[src/rtl/fp16_pkg.sv]
// fp16_pkg: shared FP16 constants, the argmax FSM state type and the NaN helper.
package fp16_pkg;

    localparam int unsigned FP16_W        = 16;
    localparam int unsigned FP16_SIGN_BIT = 15;
    localparam logic [4:0]  FP16_EXP_MAX  = 5'h1F;

    localparam logic [15:0] FP16_POS_ZERO = 16'h0000;
    localparam logic [15:0] FP16_NEG_ZERO = 16'h8000;
    localparam logic [15:0] FP16_QNAN     = 16'h7E00;

    typedef enum logic [1:0] {
        IDLE = 2'd0,
        SCAN = 2'd1,
        DONE = 2'd2
    } state_t;

    // NaN: all-ones exponent with a non-zero mantissa (Inf has a zero mantissa)
    function automatic logic is_nan(input logic [FP16_W-1:0] x);
        return (x[14:10] == FP16_EXP_MAX) && (x[9:0] != 10'd0);
    endfunction

endpackage

[src/rtl/fp16_gt.sv]
// fp16_gt: combinational "candidate a beats incumbent b" test for FP16 values.
// A non-NaN always beats a NaN, a NaN never wins, otherwise strict FP16 ordering
// with +0 == -0, infinities ordered normally and subnormals ordered by raw bits.
module fp16_gt
    import fp16_pkg::*;
(
    input  logic [FP16_W-1:0] a,
    input  logic [FP16_W-1:0] b,
    output logic              a_gt_b
);

    logic        w_a_nan;
    logic        w_b_nan;
    logic        w_a_neg;
    logic        w_b_neg;
    logic [14:0] w_a_mag;
    logic [14:0] w_b_mag;
    logic        w_both_zero;
    logic        w_ord_gt;

    // Sign/magnitude ordering, then fold in the NaN rules
    always_comb begin
        w_a_nan     = is_nan(a);
        w_b_nan     = is_nan(b);
        w_a_neg     = a[FP16_SIGN_BIT];
        w_b_neg     = b[FP16_SIGN_BIT];
        w_a_mag     = a[14:0];
        w_b_mag     = b[14:0];
        w_both_zero = (w_a_mag == 15'd0) && (w_b_mag == 15'd0);
        w_ord_gt    = 1'b0;

        if (w_both_zero) begin
            w_ord_gt = 1'b0;
        end else if (w_a_neg != w_b_neg) begin
            w_ord_gt = !w_a_neg;
        end else if (!w_a_neg) begin
            w_ord_gt = (w_a_mag > w_b_mag);
        end else begin
            w_ord_gt = (w_a_mag < w_b_mag);
        end

        a_gt_b = !w_a_nan && (w_b_nan || w_ord_gt);
    end

endmodule

[src/rtl/fp16_argmax.sv]
// fp16_argmax: captures NUM_CLASSES FP16 logits on start, scans them one per
// clock and reports the index/value of the largest plus a sticky NaN flag.
module fp16_argmax
    import fp16_pkg::*;
#(
    parameter  int unsigned DATA_WIDTH  = 16,
    parameter  int unsigned NUM_CLASSES = 10,
    localparam int unsigned IDX_W       = $clog2(NUM_CLASSES)
) (
    input  logic                              clk,
    input  logic                              reset,
    input  logic                              start,
    input  logic [NUM_CLASSES*DATA_WIDTH-1:0] logits,
    output logic                              busy,
    output logic                              done,
    output logic [IDX_W-1:0]                  class_idx,
    output logic [DATA_WIDTH-1:0]             max_val,
    output logic                              nan_seen
);

    state_t                r_state;
    state_t                w_state_nxt;

    logic [DATA_WIDTH-1:0] r_elems [NUM_CLASSES];
    logic [IDX_W-1:0]      r_ptr;
    logic [IDX_W-1:0]      r_best_idx;
    logic [DATA_WIDTH-1:0] r_best_val;
    logic                  r_nan_acc;

    logic                  r_busy;
    logic                  r_done;
    logic [IDX_W-1:0]      r_class_idx;
    logic [DATA_WIDTH-1:0] r_max_val;
    logic                  r_nan_seen;

    logic [DATA_WIDTH-1:0] w_cand;
    logic                  w_repl;
    logic                  w_last;
    logic [IDX_W-1:0]      w_best_idx_nxt;
    logic [DATA_WIDTH-1:0] w_best_val_nxt;
    logic                  w_nan_nxt;

    // Candidate versus current best
    fp16_gt u_gt (
        .a      (w_cand),
        .b      (r_best_val),
        .a_gt_b (w_repl)
    );

    // Current element and the post-update best for this scan step
    always_comb begin
        w_cand         = r_elems[r_ptr];
        w_last         = (r_ptr == IDX_W'(NUM_CLASSES - 1));
        w_best_idx_nxt = w_repl ? r_ptr  : r_best_idx;
        w_best_val_nxt = w_repl ? w_cand : r_best_val;
        w_nan_nxt      = r_nan_acc | is_nan(w_cand);
    end

    // State register
    always_ff @(posedge clk or posedge reset) begin
        if (reset) begin
            r_state <= IDLE;
        end else begin
            r_state <= w_state_nxt;
        end
    end

    // Next-state logic: start is only honoured in IDLE, DONE lasts one cycle
    always_comb begin
        w_state_nxt = r_state;
        case (r_state)
            IDLE:    if (start)  w_state_nxt = SCAN;
            SCAN:    if (w_last) w_state_nxt = DONE;
            DONE:    w_state_nxt = IDLE;
            default: w_state_nxt = IDLE;
        endcase
    end

    // Status outputs registered from the next state so they track r_state exactly
    always_ff @(posedge clk or posedge reset) begin
        if (reset) begin
            r_busy <= 1'b0;
            r_done <= 1'b0;
        end else begin
            r_busy <= (w_state_nxt != IDLE);
            r_done <= (w_state_nxt == DONE);
        end
    end

    // Capture on start, running best during SCAN, result load on the last element
    always_ff @(posedge clk or posedge reset) begin
        if (reset) begin
            for (int unsigned i = 0; i < NUM_CLASSES; i++) begin
                r_elems[i] <= '0;
            end
            r_ptr       <= '0;
            r_best_idx  <= '0;
            r_best_val  <= FP16_POS_ZERO;
            r_nan_acc   <= 1'b0;
            r_class_idx <= '0;
            r_max_val   <= FP16_POS_ZERO;
            r_nan_seen  <= 1'b0;
        end else begin
            case (r_state)
                IDLE: begin
                    if (start) begin
                        for (int unsigned i = 0; i < NUM_CLASSES; i++) begin
                            r_elems[i] <= logits[i*DATA_WIDTH +: DATA_WIDTH];
                        end
                        r_best_idx <= '0;
                        r_best_val <= logits[DATA_WIDTH-1:0];
                        r_nan_acc  <= is_nan(logits[DATA_WIDTH-1:0]);
                        r_ptr      <= IDX_W'(1);
                    end
                end
                SCAN: begin
                    r_best_idx <= w_best_idx_nxt;
                    r_best_val <= w_best_val_nxt;
                    r_nan_acc  <= w_nan_nxt;
                    if (w_last) begin
                        r_class_idx <= w_best_idx_nxt;
                        r_max_val   <= w_best_val_nxt;
                        r_nan_seen  <= w_nan_nxt;
                    end else begin
                        r_ptr <= r_ptr + IDX_W'(1);
                    end
                end
                default: begin
                end
            endcase
        end
    end

    assign busy      = r_busy;
    assign done      = r_done;
    assign class_idx = r_class_idx;
    assign max_val   = r_max_val;
    assign nan_seen  = r_nan_seen;

endmodule

[config.mk]
export PLATFORM = sky130hd
export DESIGN_NAME = fp16_argmax
export DESIGN_NICKNAME = d
export VERILOG_FILES = /design/src/rtl/fp16_pkg.sv /design/src/rtl/fp16_gt.sv /design/src/rtl/fp16_argmax.sv
export SDC_FILE = /design/constraint.sdc
export NUM_CORES = 1
export LEC_CHECK = 0
export CAP_MARGIN = 5
export CORE_AREA = 2 2 152 154
export CTS_BUF_LIST = sky130_fd_sc_hd__clkbuf_4
export CTS_CLUSTER_SIZE = 20
export DETAILED_ROUTE_END_ITERATION = 6
export DIE_AREA = 0 0 154 156
export PLACE_DENSITY = 0.7
export REMOVE_ABC_BUFFERS = 1
export SYNTH_ARGS = -nofsm -noshare
export SYNTH_HDL_FRONTEND = slang
export SYNTH_SLANG_ARGS = --single-unit
[constraint.sdc]
create_clock -name clk -period 8.1 [get_ports clk]
set_input_delay 1.215 -clock clk [delete_from_list [all_inputs] [get_ports clk]]
set_output_delay 1.215 -clock clk [all_outputs]
set_load 0.05 [all_outputs]
==> summary.txt <==
Worst setup path
  – Slowest cell on crit path: dfrtp_2
  – Crit Path Max Fanout: 30
  – Crit-path max cell delay: 0.73 ns
  – R2R cell count: 14
  – Cells along the critical path: buf_4, mux2_2, a222oi_1, nand2_1, ha_1, nand4_1, nor3_1, o31ai_1, a221oi_1, nor3_1, a211oi_4, buf_4, mux2i_1, o21ai_1
  – Worst Path Required: between 8 and 9 ns
  – Kind of end point of the critical path: flop
  – WP buf/inv: 2
  – Delay-heaviest family, CP: compound AO/OA/AOI/OAI gates
  – Critical path depth in cells: 14
  – Worst setup SP type: flop
  – Worst path arrival time: 5.50 ns
  – Crit Reg-Reg Startpoint: r_ptr[1]
  – CP Class: flop to flop
  – Crit. Startpoint: r_ptr[1]

Clock network
  – Postcts setup bufs: 0
  – CTS buffer count: 55
  – # hold bufs at CTS: 0
  – Max Buffers Root-to-Sink: 3
  – Clock insertion delay at the later pin of the skew report: 0.67 ns
  – # clock sinks: 210
  – Clock transition at path regs: 0.06 ns
  – Clk root buf: clkbuf_4
  – H-Tree Depth: 2
  – CTS tree: done
  – CTS-repair resized insts: 0

Detailed routing
  – Starting DRT DRC Count: between 400 and 500
  – Routed wl met2: 11500 um
  – Drt drc: 0
  – ANT nets after route: 0
  – Drt total wl: 24000 um
  – Via/cell ratio: about 5.4
  – Met3 wire len: around 1300 um
  – Uppermost layer routed: met4
  – M1 WL: 10800 um
  – Vias: 6915
  – Detailed Routing Iterations Pass 1: 5
  – WL/cell: 18.9 um

Final layout
  – Layout cells sized above 1: 0.294
  – Final net count: 1129
  – Util after Layout: 0.567
  – Layout area overhead: 27.8%
  – Final non-filler cell total: 1270

Placement
  – Input/output buffers: 185
  – GP Congestion: 0.878
  – Placed cell count: 1177
  – Post-DP HPWL: 16700 um

Timing
  – Final hold violations: 0
  – Fmax achieved: 201 MHz
  – Clock skew: 0.0305 ns
  – RSZ-0062 raised after global routing: no
  – Slew at the pin with the worst max-slew slack: 0.984 ns
  – Period Utilization, post-route: 0.615
  – Max_slew headroom: 0.344
  – Final hold slack: 0.470 ns
  – Shortest period the worst path allows: 4.98 ns
  – # setup viols final: 0
  – Final Slew Violations: 0

Power and ir drop
  – Worst VDD drop: 0.158 mV
  – Pleak: 5.36 nW
  – Pwr Density: 425 mW/mm2

Synthesis
  – Main synth FF type: dfrtp_1
  – Mean Syn Cell Area: roughly 13 um2
  – Synth top area cells: dfrtp_1 53%, mux2_2 19%, mux4_2 4.5%
  – Largest area contributor in the synthesized netlist: dfrtp_1
  – Post-Synthesis Cell Area: roughly 0.0099 mm2
  – Post-synth EDFFs: 0
  – Area fraction of the dominant cell type after synthesis: 0.530
  – Synth Warn #: 0
  – Synthesized flop and latch total: 210
  – Post-synthesis async set-or-reset flop share: 1.00
  – Post-synthesis sequential area ratio: 0.530
  – Synth unique cells: 55
  – Post-Syn Instances: between 700 and 800

Die
  – Effective utilization at floorplan: 0.444
  – Rows: 55
  – Die area: between 0.02 and 0.025 mm2
  – Die extent in y: 156 um
  – Core Box Area: 0.0224 mm2
  – I/O Pins: around 190
  – Die Span X: approximately 150 um

Global route
  – Largest net degree at the start of global routing: 133
  – Total gr overflow: 0
  – Vias in the first global route: 7281
  – Initial antenna violation count: 1
  – Total GRT Usage: 0.202
  – First-pass GRT wire length: 38300 um

Run
  – Max Cap Violations: 0

Min path
  – Hold path depth: 2
  – Min-delay src: class_idx[3]
  – Hold Crit Class: flop to flop

Run status
  – Status: complete, no violations
-- final cells by class --
class | instances | area (um2)
diodes | 1 | 2.50
clock buffers | 84 | 631
clock inverters | 8 | 56.3
fillers | 1875 | 9690
inverters | 22 | 90.1
multi-input cells | 467 | 4360
flip-flops and latches | 210 | 5260
well taps | 285 | 357
repair buffers | 193 | 1910
-- cell usage in the layout (no fill, tap or decap), drive strengths merged, types with 2 or more instances in the layout --
master / Yosys / routed
a211oi: 2 / 2
a21oi: 7 / 7
a221o: 4 / 4
a222oi: 2 / 2
a22o: 4 / 4
a22oi: 8 / 8
and2: 5 / 5
buf: 15 / 8
clkbuf: 33 / 84
clkdlybuf4s50: 0 / 185
clkinv: 0 / 6
dfrtp: 210 / 210
ha: 17 / 17
inv: 22 / 23
mux2: 164 / 164
mux2i: 44 / 44
mux4: 20 / 20
nand2: 39 / 39
nand2b: 14 / 14
nand3: 12 / 12
nand4: 5 / 5
nor2: 18 / 18
nor2b: 3 / 3
nor3: 6 / 6
nor3b: 3 / 3
nor4: 3 / 3
o21a: 2 / 2
o21ai: 20 / 20
o221a: 10 / 10
o221ai: 5 / 5
o22ai: 10 / 10
o311ai: 9 / 9
o31a: 6 / 6
o31ai: 3 / 3
or2: 2 / 2
or4: 7 / 7
xor2: 2 / 2
-- final timing paths --
kind / to / slack, ns
setup / recovery: class_idx[0] / 3.12
min in group asynchronous: r_elems[107] / 1.12
max in group asynchronous: r_best_val[0] / 5.42
hold reg to reg: class_idx[3] / 0.47
hold / removal: class_idx[3] / 0.47
setup reg to reg: class_idx[0] / 3.12
-- report_power, final --
part | switching [mW] | total, mW | internal [mW]
clock network | 0.416 | 0.913 | 0.497
logic | 1.27 | 2.52 | 1.24
registers | 0.383 | 1.96 | 1.58
total | 2.07 | 5.39 | 3.32
-- Yosys cell counts (2+ instances only) --
cell / n
dfrtp_1: 210
mux2_2: 164
mux2i_1: 44
nand2_1: 38
clkbuf_1: 33
inv_1: 22
mux4_2: 20
nor2_1: 18
ha_1: 17
nand2b_1: 14
o21ai_1: 13
nand3_1: 12
buf_2: 10
o221a_1: 10
o22ai_1: 10
a22oi_1: 8
a21oi_1: 7
o311ai_1: 7
or4_1: 7
o21ai_0: 6
o31a_1: 6
and2_1: 5
nand4_1: 5
nor3_1: 5
o221ai_1: 5
a221o_1: 4
a22o_1: 4
buf_6: 3
nor2b_1: 3
nor3b_1: 3
nor4_1: 3
o31ai_1: 3
a222oi_1: 2
buf_4: 2
o21a_1: 2
o311ai_0: 2
xor2_1: 2
-- worst register-to-register path, cell delays in order, from the launching register on --
cell and delay, ns:
dfrtp_2 0.73, buf_4 0.53, mux2_2 0.43, a222oi_1 0.39, nand2_1 0.19, ha_1 0.32
nand4_1 0.11, nor3_1 0.30, o31ai_1 0.15, a221oi_1 0.28, nor3_1 0.17, a211oi_4 0.54
buf_4 0.40, mux2i_1 0.24, o21ai_1 0.07
-- routing by layer --
layer	global-route usage	vias to the layer above
met5	0	-
met4	0.0668	0
met3	0.0489	38
met2	0.326	187
met1	0.271	3476
li1	-	3214
-- flip-flops by register name, indices dropped and copies added, names as in the netlist --
register and count:
busy 1, class_idx 4, done 1, max_val 16
nan_seen 1, r_best_idx 4, r_best_val 16, r_elems 160
r_nan_acc 1, r_ptr 4, r_state 2
-- logic make-up after synthesis --
logic type	count (synthesis)	synth area share
compound gates	98	0.0766
simple gates	122	0.0637
flops	210	0.530
xor+xnor	2	0.00177
buf+inv	70	0.0308
fa+ha+maj	17	0.0214
mux	228	0.276
-- through the flow --
stage	power (mW)	cell area [um2]	TNS (ns)	setup WS, ns
floorplan	3.82	9700	-1223.93	-7.57
global placement	4.43	12000	0	3.28
detailed placement	4.50	12000	0	3.13
CTS	5.44	12700	0	3.06
global route	5.76	12700	0	2.69
finish	5.39	12700	0	3.12
Power figures use the tool's default switching activity.
